`src/rtl/load_store_unit_if.sv`:
```
// Bundles the execute-stage handshake and the memory-side bus of the load/store unit.
// The unit connects through the slave modport.
// The master modport is the complementary view, used by whatever drives the unit.
interface load_store_unit_if #(
    parameter int unsigned XLEN = 32
);
    logic            start;
    logic            is_load;
    logic            is_store;
    logic [2:0]      fn3;
    logic [XLEN-1:0] addr;
    logic [XLEN-1:0] wdata;
    logic            busy;
    logic            done;
    logic            err;
    logic [XLEN-1:0] rdata;
    logic            mem_req;
    logic            mem_we;
    logic [XLEN-1:0] mem_addr;
    logic [XLEN-1:0] mem_wdata;
    logic [3:0]      mem_wstrb;
    logic            mem_ack;
    logic [XLEN-1:0] mem_rdata;

    modport slave (
        input  start, is_load, is_store, fn3, addr, wdata, mem_ack, mem_rdata,
        output busy, done, err, rdata, mem_req, mem_we, mem_addr, mem_wdata, mem_wstrb
    );

    modport master (
        output start, is_load, is_store, fn3, addr, wdata, mem_ack, mem_rdata,
        input  busy, done, err, rdata, mem_req, mem_we, mem_addr, mem_wdata, mem_wstrb
    );
endinterface

```
`src/rtl/load_store_unit.sv`:
```
// Load/store unit: one memory op in flight.
// The unit captures the op on start, checks the fn3 encoding and the alignment, and
// then either faults at once or issues a single word-aligned request with byte strobes.
// Load data is extracted, extended and registered when mem_ack arrives.
module load_store_unit #(
    parameter int unsigned XLEN = 32
) (
    input  logic              clk,
    input  logic              rst,
    load_store_unit_if.slave  bus
);
    typedef enum logic [1:0] {IDLE, REQ, DONE, FAULT} state_t;

    state_t          state_q, state_d;
    logic [XLEN-1:0] addr_q;
    logic [XLEN-1:0] wdata_q;
    logic [2:0]      fn3_q;
    logic            store_q;
    logic [XLEN-1:0] rdata_q;

    logic            accept;
    logic            legal;
    logic            aligned;
    logic [1:0]      off;
    logic [XLEN-1:0] rd_byte_sh;
    logic [XLEN-1:0] rd_half_sh;
    logic [7:0]      rd_byte;
    logic [15:0]     rd_half;
    logic [XLEN-1:0] load_ext;
    logic [3:0]      strb;
    logic [XLEN-1:0] wdata_lane;

    assign accept = (state_q == IDLE) && bus.start && (bus.is_load ^ bus.is_store);
    assign off    = addr_q[1:0];

    // Decode legality and alignment of the op presented on the input side.
    always_comb begin
        legal   = 1'b0;
        aligned = 1'b1;
        case (bus.fn3)
            3'b000:         legal = 1'b1;
            3'b001:         legal = 1'b1;
            3'b010:         legal = 1'b1;
            3'b100, 3'b101: legal = bus.is_load;
            default:        legal = 1'b0;
        endcase
        if (bus.fn3[1:0] == 2'b01 && bus.addr[0])
            aligned = 1'b0;
        if (bus.fn3[1:0] == 2'b10 && bus.addr[1:0] != 2'b00)
            aligned = 1'b0;
    end

    // Next-state logic.
    always_comb begin
        state_d = state_q;
        case (state_q)
            IDLE:    if (accept) state_d = (legal && aligned) ? REQ : FAULT;
            REQ:     if (bus.mem_ack) state_d = DONE;
            DONE:    state_d = IDLE;
            FAULT:   state_d = IDLE;
            default: state_d = IDLE;
        endcase
    end

    // State register.
    always_ff @(posedge clk) begin
        if (rst) state_q <= IDLE;
        else     state_q <= state_d;
    end

    // Capture the op on the accepted start cycle so later input changes are ignored.
    always_ff @(posedge clk) begin
        if (rst) begin
            addr_q  <= '0;
            wdata_q <= '0;
            fn3_q   <= '0;
            store_q <= 1'b0;
        end else if (accept) begin
            addr_q  <= bus.addr;
            wdata_q <= bus.wdata;
            fn3_q   <= bus.fn3;
            store_q <= bus.is_store;
        end
    end

    // Lane extraction and sign/zero extension of the returned read word.
    always_comb begin
        rd_byte_sh = bus.mem_rdata >> {off, 3'b000};
        rd_half_sh = bus.mem_rdata >> {off[1], 4'b0000};
        rd_byte    = rd_byte_sh[7:0];
        rd_half    = rd_half_sh[15:0];
        case (fn3_q)
            3'b000:  load_ext = {{(XLEN-8){rd_byte[7]}}, rd_byte};
            3'b001:  load_ext = {{(XLEN-16){rd_half[15]}}, rd_half};
            3'b100:  load_ext = {{(XLEN-8){1'b0}}, rd_byte};
            3'b101:  load_ext = {{(XLEN-16){1'b0}}, rd_half};
            default: load_ext = bus.mem_rdata;
        endcase
    end

    // Load result register, updated only when a load completes.
    always_ff @(posedge clk) begin
        if (rst)
            rdata_q <= '0;
        else if (state_q == REQ && bus.mem_ack && !store_q)
            rdata_q <= load_ext;
    end

    // Store strobes and lane replication from the captured op.
    always_comb begin
        strb       = 4'b0000;
        wdata_lane = wdata_q;
        if (store_q) begin
            case (fn3_q[1:0])
                2'b00: begin
                    strb       = 4'b0001 << off;
                    wdata_lane = {(XLEN/8){wdata_q[7:0]}};
                end
                2'b01: begin
                    strb       = 4'b0011 << off;
                    wdata_lane = {(XLEN/16){wdata_q[15:0]}};
                end
                default: begin
                    strb       = 4'b1111;
                    wdata_lane = wdata_q;
                end
            endcase
        end
    end

    // Outputs: the memory bus is driven only in REQ and forced to zero otherwise.
    always_comb begin
        bus.busy      = (state_q != IDLE);
        bus.done      = (state_q == DONE) || (state_q == FAULT);
        bus.err       = (state_q == FAULT);
        bus.rdata     = rdata_q;
        bus.mem_req   = 1'b0;
        bus.mem_we    = 1'b0;
        bus.mem_addr  = '0;
        bus.mem_wdata = '0;
        bus.mem_wstrb = 4'b0000;
        if (state_q == REQ) begin
            bus.mem_req   = 1'b1;
            bus.mem_we    = store_q;
            bus.mem_addr  = {addr_q[XLEN-1:2], 2'b00};
            bus.mem_wdata = store_q ? wdata_lane : '0;
            bus.mem_wstrb = strb;
        end
    end
endmodule

```
`src/flat_wrapper.sv`:
```
// flat-port wrapper written by rule: the top's interface ports become plain ports
module load_store_unit_flat 
#(
    parameter int unsigned XLEN = 32
)
  (clk, rst, bus_start, bus_is_load, bus_is_store, bus_fn3, bus_addr, bus_wdata, bus_mem_ack, bus_mem_rdata, bus_busy, bus_done, bus_err, bus_rdata, bus_mem_req, bus_mem_we, bus_mem_addr, bus_mem_wdata, bus_mem_wstrb);
  load_store_unit_if #(.XLEN(XLEN)) bus_i ();
  input  logic clk;
  input  logic rst;
  input wire logic [$bits(bus_i.start)-1:0] bus_start;
  input wire logic [$bits(bus_i.is_load)-1:0] bus_is_load;
  input wire logic [$bits(bus_i.is_store)-1:0] bus_is_store;
  input wire logic [$bits(bus_i.fn3)-1:0] bus_fn3;
  input wire logic [$bits(bus_i.addr)-1:0] bus_addr;
  input wire logic [$bits(bus_i.wdata)-1:0] bus_wdata;
  input wire logic [$bits(bus_i.mem_ack)-1:0] bus_mem_ack;
  input wire logic [$bits(bus_i.mem_rdata)-1:0] bus_mem_rdata;
  output wire logic [$bits(bus_i.busy)-1:0] bus_busy;
  output wire logic [$bits(bus_i.done)-1:0] bus_done;
  output wire logic [$bits(bus_i.err)-1:0] bus_err;
  output wire logic [$bits(bus_i.rdata)-1:0] bus_rdata;
  output wire logic [$bits(bus_i.mem_req)-1:0] bus_mem_req;
  output wire logic [$bits(bus_i.mem_we)-1:0] bus_mem_we;
  output wire logic [$bits(bus_i.mem_addr)-1:0] bus_mem_addr;
  output wire logic [$bits(bus_i.mem_wdata)-1:0] bus_mem_wdata;
  output wire logic [$bits(bus_i.mem_wstrb)-1:0] bus_mem_wstrb;
  assign bus_i.start = bus_start;
  assign bus_i.is_load = bus_is_load;
  assign bus_i.is_store = bus_is_store;
  assign bus_i.fn3 = bus_fn3;
  assign bus_i.addr = bus_addr;
  assign bus_i.wdata = bus_wdata;
  assign bus_i.mem_ack = bus_mem_ack;
  assign bus_i.mem_rdata = bus_mem_rdata;
  assign bus_busy = bus_i.busy;
  assign bus_done = bus_i.done;
  assign bus_err = bus_i.err;
  assign bus_rdata = bus_i.rdata;
  assign bus_mem_req = bus_i.mem_req;
  assign bus_mem_we = bus_i.mem_we;
  assign bus_mem_addr = bus_i.mem_addr;
  assign bus_mem_wdata = bus_i.mem_wdata;
  assign bus_mem_wstrb = bus_i.mem_wstrb;
  load_store_unit #(.XLEN(XLEN)) u_core (.clk(clk), .rst(rst), .bus(bus_i));
endmodule
```
`config.mk`:
```
export PLATFORM = sky130hd
export DESIGN_NAME = load_store_unit_flat
export DESIGN_NICKNAME = d
export VERILOG_FILES = /design/src/rtl/load_store_unit_if.sv /design/src/rtl/load_store_unit.sv /design/src/flat_wrapper.sv
export SDC_FILE = /design/constraint.sdc
export NUM_CORES = 1
export LEC_CHECK = 0
export ABC_CLOCK_PERIOD_IN_PS = 1430
export BUFFER_PORTS_ARGS = -buffer_cell sky130_fd_sc_hd__buf_4
export CAP_MARGIN = 5
export CORE_MARGIN = 4
export CORE_UTILIZATION = 44
export CTS_CLUSTER_SIZE = 20
export DETAILED_ROUTE_END_ITERATION = 16
export PLACE_DENSITY = 0.77
export RECOVER_POWER = 100
export SYNTH_ARGS = -nofsm -noshare
export SYNTH_HDL_FRONTEND = slang
export SYNTH_SLANG_ARGS = --single-unit
export TNS_END_PERCENT = 20
```
`constraint.sdc`:
```
create_clock -name clk -period 1.43 [get_ports clk]
set_input_delay 0.143 -clock clk [delete_from_list [all_inputs] [get_ports clk]]
set_output_delay 0.143 -clock clk [all_outputs]
set_load 0.005 [all_outputs]
```
Word level (Yosys, flattened, before mapping)

Index checks and enable logic that the tools add are counted.

Bitwise logic cells: 1
Reductions and logical operators: 19
Multiplexer cells: 17
Eq/ne operators: 15
Shift operators: 4

Operators by type and width:

| kind                                             | count |
|---|---|
| one-hot mux 32 bit (4 select lines)              | 1 |
| 2-to-1 mux 32 bit                                | 3 |
| one-hot mux 32 bit (2 select lines)              | 1 |
| right shift 32 x 5 -> 16 bit                     | 1 |
| right shift 32 x 5 -> 8 bit                      | 1 |
| == test 3 bit (second input constant)            | 4 |
| 2-to-1 mux 4 bit                                 | 2 |
| one-hot mux 4 bit (2 select lines)               | 1 |
| logical AND 1 bit                                | 7 |
| == test 2 x 1 -> 1 bit (second input constant)   | 3 |
| == test 2 bit (second input constant)            | 3 |
| == test 3 x 1 -> 1 bit (second input constant)   | 2 |
| logical NOT 3 bit                                | 2 |
| 2-to-1 mux 2 bit                                 | 3 |
| one-hot mux 2 bit (3 select lines)               | 1 |
| logical NOT 2 bit                                | 2 |
| 2-to-1 mux 1 bit                                 | 4 |
| nonzero test 2 bit                               | 2 |
| OR reduction 2 bit                               | 2 |
| left shift 1 x 2 -> 4 bit (first input constant) | 1 |
| left shift 2 x 2 -> 4 bit (first input constant) | 1 |
| == test 3 x 2 -> 1 bit (second input constant)   | 1 |
| OR reduction 3 bit                               | 1 |
| != test 2 x 1 -> 1 bit (second input constant)   | 1 |
| other kinds (6)                                  | 6 |

Output and inout bits: 105
Word-level logic and storage cells: 62
Bits in registers: 102
Bits of input ports: 105

Depth between registers and ports, before layout

Gate-level depths: netlist of the first run.

Word-level depth: 8
Gate-level depth with buffers: 7
Gate-level depth less buffers: 4

Worst setup path after synthesis of the first run

OpenSTA, ideal clock, no wires.

Path kind: register -> register
Start: register u_core.state_q[1]
End: register u_core.wdata_q[21]
Setup time: 143 ps
Path slack: -95 ps
Data required time: 1287 ps
Buffers on the path: 3
Cell stages (with the launch flop): 8
Arrival time: 1382 ps
Clock period less this slack: 1525 ps
Cells stage by stage: dfxtp_1 -> or3b_4 -> nand2b_1 -> buf_2 -> buf_6 -> buf_6 -> nand2_2 -> a21oi_2

Cells in the longest elaborated chain, start to end: 3

RTL lines:

| item                            | line                  | RTL |
|---|---|---|
| from (decl)                     | load_store_unit.sv:14 | `state_t state_q, state_d;` |
| from (signal assigned)          | load_store_unit.sv:68 | `else state_q <= state_d;` |
| logical NOT 2 bit               | load_store_unit.sv:33 | `assign accept = (state_q == IDLE) && bus.start && (bus.is_load ^ bus.is_store);` |
| logical AND 1 bit (2 in series) | load_store_unit.sv:33 |  |
| to (signal assigned)            | load_store_unit.sv:80 | `wdata_q <= bus.wdata;` |
| to (decl)                       | load_store_unit.sv:16 | `logic [XLEN-1:0] wdata_q;` |

Every way passes these cells.
A chain may end at the register's enable or synchronous reset.

Worst setup path in the final report of the first run

Start: register u_core.state_q[0]
End: register u_core.wdata_q[21]

The elaborated chain is that of the path after synthesis.

==> results.py, run 1 <==
metrics = {
    "route": {
        "drtPass1Iterations": 5,
        "vias_per_cell": 5.56,
        "wl_per_cell_um": 17.8,
        "final_antenna_net_count": 0,
        "via_count": 5586,
        "wirelength_um": 17900,
        "drc_errors": 0,
        "drtIter0Drc": 585,
    },
    "grt": {
        "grt_pass1_vias": 5334,
        "antenna_found_initial": 0,
        "grt_start_max_net_pins": 57,
        "grt_pass1_wl_um": 26500,
        "grt.total_usage_pct": 25.0,
        "grt_remaining_overflow": 0,
    },
    "power_and_ir_drop": {
        "power.leakage_uw": 0.00321,
        "p_total_uw": 7100,
        "power.density_nw_per_um2": 926,
        "ir_worst_vdd_mv": 0.619,
    },
    "critical_path": {
        "worst_path_dominant_cell_family": "simple AND/OR/NAND/NOR gates",
        "path_cells": "buf_6 -> or3b_4 -> nor2b_4 -> buf_12 -> clkbuf_16 -> nand2_2 -> a21oi_2",
        "critPathKind": "register to register",
        "r2r_end": "u_core.wdata_q[21]",
        "start_kind": "register",
        "critPathMaxFanout": 7,
        "worst-path-stages": 7,
        "slowest_delay_ns": 0.42,
        "rrSetupSlack_ns": -0.27,
        "worst-path-buf-inv": 3,
        "slowest_stage": "or3b_4",
        "crit_end": "u_core.wdata_q[21]",
        "end_kind": "register",
        "ff2ff_path_depth": 7,
        "required_ns": 1.70,
        "critPathLaunch": "u_core.state_q[0]",
        "crit-reg2reg-launch": "u_core.state_q[0]",
        "cp.arrival_ns": 1.96,
    },
    "clock_network": {
        "clockBufferDepth": 2,
        "h-tree-depth": 3,
        "cts-root-buf": "clkbuf_16",
        "clk_pin_slew_ns": 0.07,
        "cts_buffers": 9,
        "hold_buffers": 0,
        "clk_latency_ns": 0.34,
        "cts_sinks": 102,
        "cts_tree": "done",
    },
    "placed_design": {
        "post-place-ws_ns": -0.146,
        "port_buffers": 207,
        "place_congestion": 0.879,
        "dp_hpwl_um": 12300,
    },
    "outcome": {
        "violations": "negative setup slack",
        "status": "finished with violations",
    },
    "synth": {
        "synth.avg_cell_area_um2": 7.73,
        "seq_area_frac_synth_pct": 40.9,
        "synthAdderAreaFrac_pct": 0,
        "ys_warn_count": 0,
        "synth_top_family_by_area": "simple AND/OR/NAND/NOR gates",
        "synth-seq-cells": 102,
        "syn_inst": 646,
        "synth_mux_area_share_pct": 5.58,
        "synth_async_sr_flop_share_pct": 0,
        "synth-compound-area-share_pct": 22.1,
        "yosysUniqueCellTypes": 43,
        "synth-simple-area-share_pct": 24.0,
        "syn-cell-area_um2": 5000,
        "synth_xor_area_share_pct": 0.351,
        "synth_ff_type": "dfxtp_1",
        "synth_edf_count": 0,
    },
    "floorplan": {
        "ios": 210,
        "design.die.area_um2": 13100,
        "coreArea_um2": 11000,
        "die_w_um": 115,
        "die_height_um": 115,
        "initial_utilization_pct": 45.5,
        "std_cell_rows": 38,
    },
    "timing": {
        "report.final.slew_viol_count": 0,
        "hold_ws_ns": 0.0472,
        "setup_violations": 159,
        "rsz0062_at_grt": "true",
        "max_freq_mhz": 589,
        "hold_viol": 0,
        "fin_crit_ns": 1.70,
        "timing.setup.tns_ns": -22.88,
        "finalClockSkew_ns": 0.00672,
        "worst_slack_ns": -0.268,
        "finalCritPeriodShare_pct": 119,
        "relSlewSlack_pct": 53.6,
        "worst_pin_slew_ns": 0.696,
    },
    "final_layout": {
        "mostFrequentLayoutCells": "189 x buf_4, 141 x nand2_1, 97 x dfxtp_1",
        "final_common_cell": "buf_4",
        "layout-drive-gt1-share_pct": 45.2,
        "final_util_pct": 69.9,
        "antenna-diode-count": 0,
        "synthToLayoutAreaGrowth_pct": 53.6,
        "nets": 966,
    },
    "worst_hold_path": {
        "hp-class": "primary input to register",
    },
    "run": {
        "maxCapViolations": 0,
    },
}
==> cell usage after synthesis, types with 5 or more instances <==
cell      count  area (um^2)
dfxtp_1     102         2040
mux2i_1      20          200
inv_1        10         37.5
a21oi_2      21          184
a21oi_1      92          460
buf_6         5         56.3
o22ai_1       6         37.5
nand2_1     148          556
and2_1       32          200
clkbuf_1     25         93.8
a221oi_1      7         61.3
mux2_2        7         78.8
and3_1        8         50.1
a22o_1        7         61.3
nand2_2      21          131
buf_2        18         90.1
nor2_1       35          131
a22oi_1       8         60.1
o21ai_0      36          180
==> registers in the layout, summed over array words and instances, names as in the netlist <==
name and cells:
u_core.wdata_q 32, u_core.store_q 1, u_core.bus.rdata 32, u_core.fn3_q 3, u_core.state_q 2, u_core.addr_q 32
==> power by group <==
group | internal (uW) | switching [uW]
logic | 770 | 759
registers | 3010 | 130
clock network | 1400 | 1040
==> final cells by class <==
class / count / area [um^2]
Fill cell: 864 / 3310
Multi-Input combinational cell: 477 / 2890
Timing Repair Buffer: 260 / 2220
Sequential cell: 102 / 2050
Clock buffer: 12 / 246
Tap cell: 140 / 175
Clock inverter: 3 / 45.0
Inverter: 11 / 41.3
==> what timing repair did <==
action	CTS	global route
endpoints found under the hold margin	0	0
setup endpoints to repair	160	171
pin swaps	4	22
buffers inserted	4	4
cloned	1	5
gates resized for setup	31	81
==> worst min path at each step <==
| stage | startpoint | endpoint | cells past startpoint |
|---|---|---|---|
| finish | bus_addr[24] | u_core.addr_q[24] | 3 |
| CTS | bus_addr[2] | u_core.addr_q[2] | 3 |
| global placement | bus_addr[30] | u_core.addr_q[30] | 3 |
| floorplan | bus_addr[0] | u_core.addr_q[0] | 2 |
| global route | bus_addr[16] | u_core.addr_q[16] | 3 |
| detailed placement | bus_wdata[0] | u_core.wdata_q[0] | 3 |
==> metal layers <==
| layer | GRT usage [%] | up-vias | share of wire (%) |
|---|---|---|---|
| met4 | 9.98 | 0 | 2.5 |
| met3 | 6.55 | 47 | 9.1 |
| met5 | 0 | - | 0 |
| li1 | - | 2598 | - |
| met2 | 42.6 | 281 | 50 |
| met1 | 29.8 | 2660 | 38 |
==> worst min-delay path, stage by stage <==
cell     delay [ns]
buf_4          0.11
nand2_1        0.05
a21oi_1        0.05
==> logic make-up (layout without fill, tap and decap cells) <==
logic type	count (synthesis)	count (layout)
simple gates	262	262
compound gates	184	184
flops	102	102
buf+inv	68	286
mux	27	27
xor+xnor	2	2
other cells	1	2
==> through the flow <==
step | area (um^2) | std cells
4_1_cts | 7280 | 997
5_1_grt | 7670 | 1005
2_1_floorplan | 5010 | 647
3_5_place_dp | 6810 | 977
6_report | 7670 | 1005
3_3_place_gp | 6810 | 977
No activity file was read; power rests on OpenSTA's default activity.
==> inputs of run 2 (changes only) <==
--- a/config.mk
+++ b/config.mk
@@ -14,6 +14,7 @@
 export DETAILED_ROUTE_END_ITERATION = 16
 export PLACE_DENSITY = 0.77
 export RECOVER_POWER = 100
+export SETUP_SLACK_MARGIN = 0.3
 export SYNTH_ARGS = -nofsm -noshare
 export SYNTH_HDL_FRONTEND = slang
 export SYNTH_SLANG_ARGS = --single-unit
==> run 2 against run 1 <==
  * The flow still finishes with violations (negative setup slack)
  * Core utilization increased by 6.2 points
  * Maximum frequency is 1.2% lower
  * Critical path type is now register to primary output
  * Critical path depth is 2 lower
  * Sequential share of layout area decreased by 2.2 points
==> results.py, run 2 (synthesis results as in run 1) <==
metrics = {
    "outcome": {
        "status": "finished with violations",
        "violations": "negative setup slack",
    },
    "route": {
        "drtPass1Iterations": 6,
        "wirelength_um": 20300,
        "vias_per_cell": 5.77,
        "wl_per_cell_um": 19.9,
        "drc_errors": 0,
        "via_count": 5887,
        "drtIter0Drc": 612,
        "final_antenna_net_count": 0,
    },
    "power_and_ir_drop": {
        "power.density_nw_per_um2": 907,
        "p_total_uw": 7580,
        "ir_worst_vdd_mv": 0.632,
        "power.leakage_uw": 0.00348,
    },
    "critical_path": {
        "required_ns": 1.29,
        "slowest_stage": "dfxtp_2",
        "cp.arrival_ns": 1.57,
        "worst-path-buf-inv": 2,
        "critPathKind": "register to primary output",
        "path_cells": "nor2b_4 -> nand2_4 -> buf_6 -> a211oi_4 -> buf_4",
        "rrSetupSlack_ns": -0.23,
        "r2r_end": "u_core.wdata_q[15]",
        "ff2ff_path_depth": 6,
        "critPathMaxFanout": 5,
        "crit-reg2reg-launch": "u_core.state_q[0]",
        "end_kind": "primary output",
        "worst_path_dominant_cell_family": "simple AND/OR/NAND/NOR gates",
        "slowest_delay_ns": 0.36,
        "start_kind": "register",
    },
    "grt": {
        "use_met3_pct": 5.23,
        "grt_pass1_wl_um": 26000,
        "grt_use_met2_pct": 39.8,
        "grt_start_max_net_pins": 45,
        "grt.total_usage_pct": 24.5,
        "grt_remaining_overflow": 0,
        "use_met1_pct": 31.1,
        "antenna_found_initial": 1,
        "grt-busiest-layer": "met2",
        "grt_pass1_vias": 5339,
    },
    "floorplan": {
        "initial_utilization_pct": 45.5,
        "die_w_um": 115,
        "die_height_um": 115,
        "std_cell_rows": 38,
        "design.die.area_um2": 13100,
        "ios": 210,
        "coreArea_um2": 11000,
    },
    "final_layout": {
        "stdcell_count": 1021,
        "fin_area_um2": 8350,
        "final_common_cell": "buf_4",
        "mostFrequentLayoutCells": "177 x buf_4, 106 x nand2_1, 98 x dfxtp_1",
        "layout-drive-gt1-share_pct": 53.8,
        "synthToLayoutAreaGrowth_pct": 67.1,
        "nets": 980,
        "fillCellCount": 710,
    },
    "timing": {
        "hold_ws_ns": 0.0273,
        "finalClockSkew_ns": 0.0102,
        "setup_violations": 157,
        "worst_slack_ns": -0.288,
        "relSlewSlack_pct": 58.2,
        "rsz0062_at_grt": "true",
        "timing.setup.tns_ns": -27.75,
        "report.final.slew_viol_count": 0,
        "finalCritPeriodShare_pct": 120,
        "fin_crit_ns": 1.72,
        "hold_viol": 0,
        "worst_pin_slew_ns": 0.626,
        "max_freq_mhz": 582,
    },
    "worst_hold_path": {
        "hp-class": "primary input to register",
        "holdPathEnd": "u_core.addr_q[6]",
        "hp-start": "bus_addr[6]",
        "min_path_cells": 3,
    },
    "clock_network": {
        "clk_latency_ns": 0.35,
        "clk_pin_slew_ns": 0.08,
        "cts_buffers": 9,
        "h-tree-depth": 3,
        "cts_sinks": 102,
        "clockBufferDepth": 2,
        "hold_buffers": 0,
        "cts_tree": "done",
        "cts-root-buf": "clkbuf_16",
    },
    "placed_design": {
        "dpl_cell_area_um2": 6860,
        "dpl.cell_count": 975,
        "port_buffers": 207,
        "place_congestion": 0.870,
        "dp_hpwl_um": 12000,
    },
    "run": {
        "maxCapViolations": 0,
    },
}
-- run 2: worst max-delay path by stage --
| stage | start | end | slack [ns] | cells past startpoint |
|---|---|---|---|---|
| 2_1_floorplan | u_core.state_q[0] | u_core.wdata_q[21] | -0.05 | 7 |
| 3_3_place_gp | u_core.addr_q[1] | u_core.bus.rdata[6] | -0.15 | 4 |
| 3_5_place_dp | u_core.addr_q[1] | u_core.bus.rdata[6] | -0.14 | 4 |
| 4_1_cts | u_core.fn3_q[0] | bus_mem_wdata[25] | -0.20 | 6 |
| 5_1_grt | u_core.state_q[1] | bus_mem_wstrb[0] | -0.32 | 6 |
| 6_report | u_core.state_q[0] | bus_mem_wstrb[2] | -0.29 | 5 |
-- run 2: area by class of cell --
| type | instances | area, um^2 | area share [%] |
|---|---|---|---|
| clock buffers | 9 | 225 | 2.70 |
| inverters | 11 | 42.5 | 0.509 |
| diodes | 1 | 2.50 | 0.0300 |
| well taps | 140 | 175 | 2.10 |
| repair buffers | 273 | 2520 | 30.2 |
| flip-flops and latches | 102 | 2050 | 24.6 |
| clock inverters | 7 | 87.6 | 1.05 |
| multi-input cells | 478 | 3240 | 38.8 |
-- run 2: where the power goes --
group | leakage, uW | internal, uW | switching [uW] | total, uW
Clock | 0.000154 | 1400 | 1210 | 2610
Combinational | 0.00249 | 904 | 906 | 1810
Sequential | 0.000834 | 3010 | 149 | 3160
Total | 0.00348 | 5320 | 2260 | 7580
-- run 2: per-layer routing --
metal  wire length (um)  share of wire (%)
met5                  0                  0
met4                825                4.1
met3               1990                9.8
met2               9820                 48
met1               7690                 38
-- run 2: what timing repair did --
action                     CTS  global route
resized for setup           56           154
buffers inserted             6             6
setup endpoints to repair  172           173
pin swaps                   25            49
gates cloned                 0            17
-- run 2: per-stage QoR --
step / worst slack (ns) / util, %
4_1_cts: -0.199 / 67.6
3_5_place_dp: -0.139 / 62.4
5_1_grt: -0.316 / 76.0
3_3_place_gp: -0.145 / 62.4
6_report: -0.288 / 76.0
2_1_floorplan: -0.0496 / -
-- run 2: worst reg2reg max path, cell delays in order, from the launching register on --
cell	delay, ns
dfxtp_2	0.34
buf_6	0.11
or3b_4	0.43
nand2b_4	0.26
buf_12	0.21
nand2_1	0.09
a21oi_1	0.08
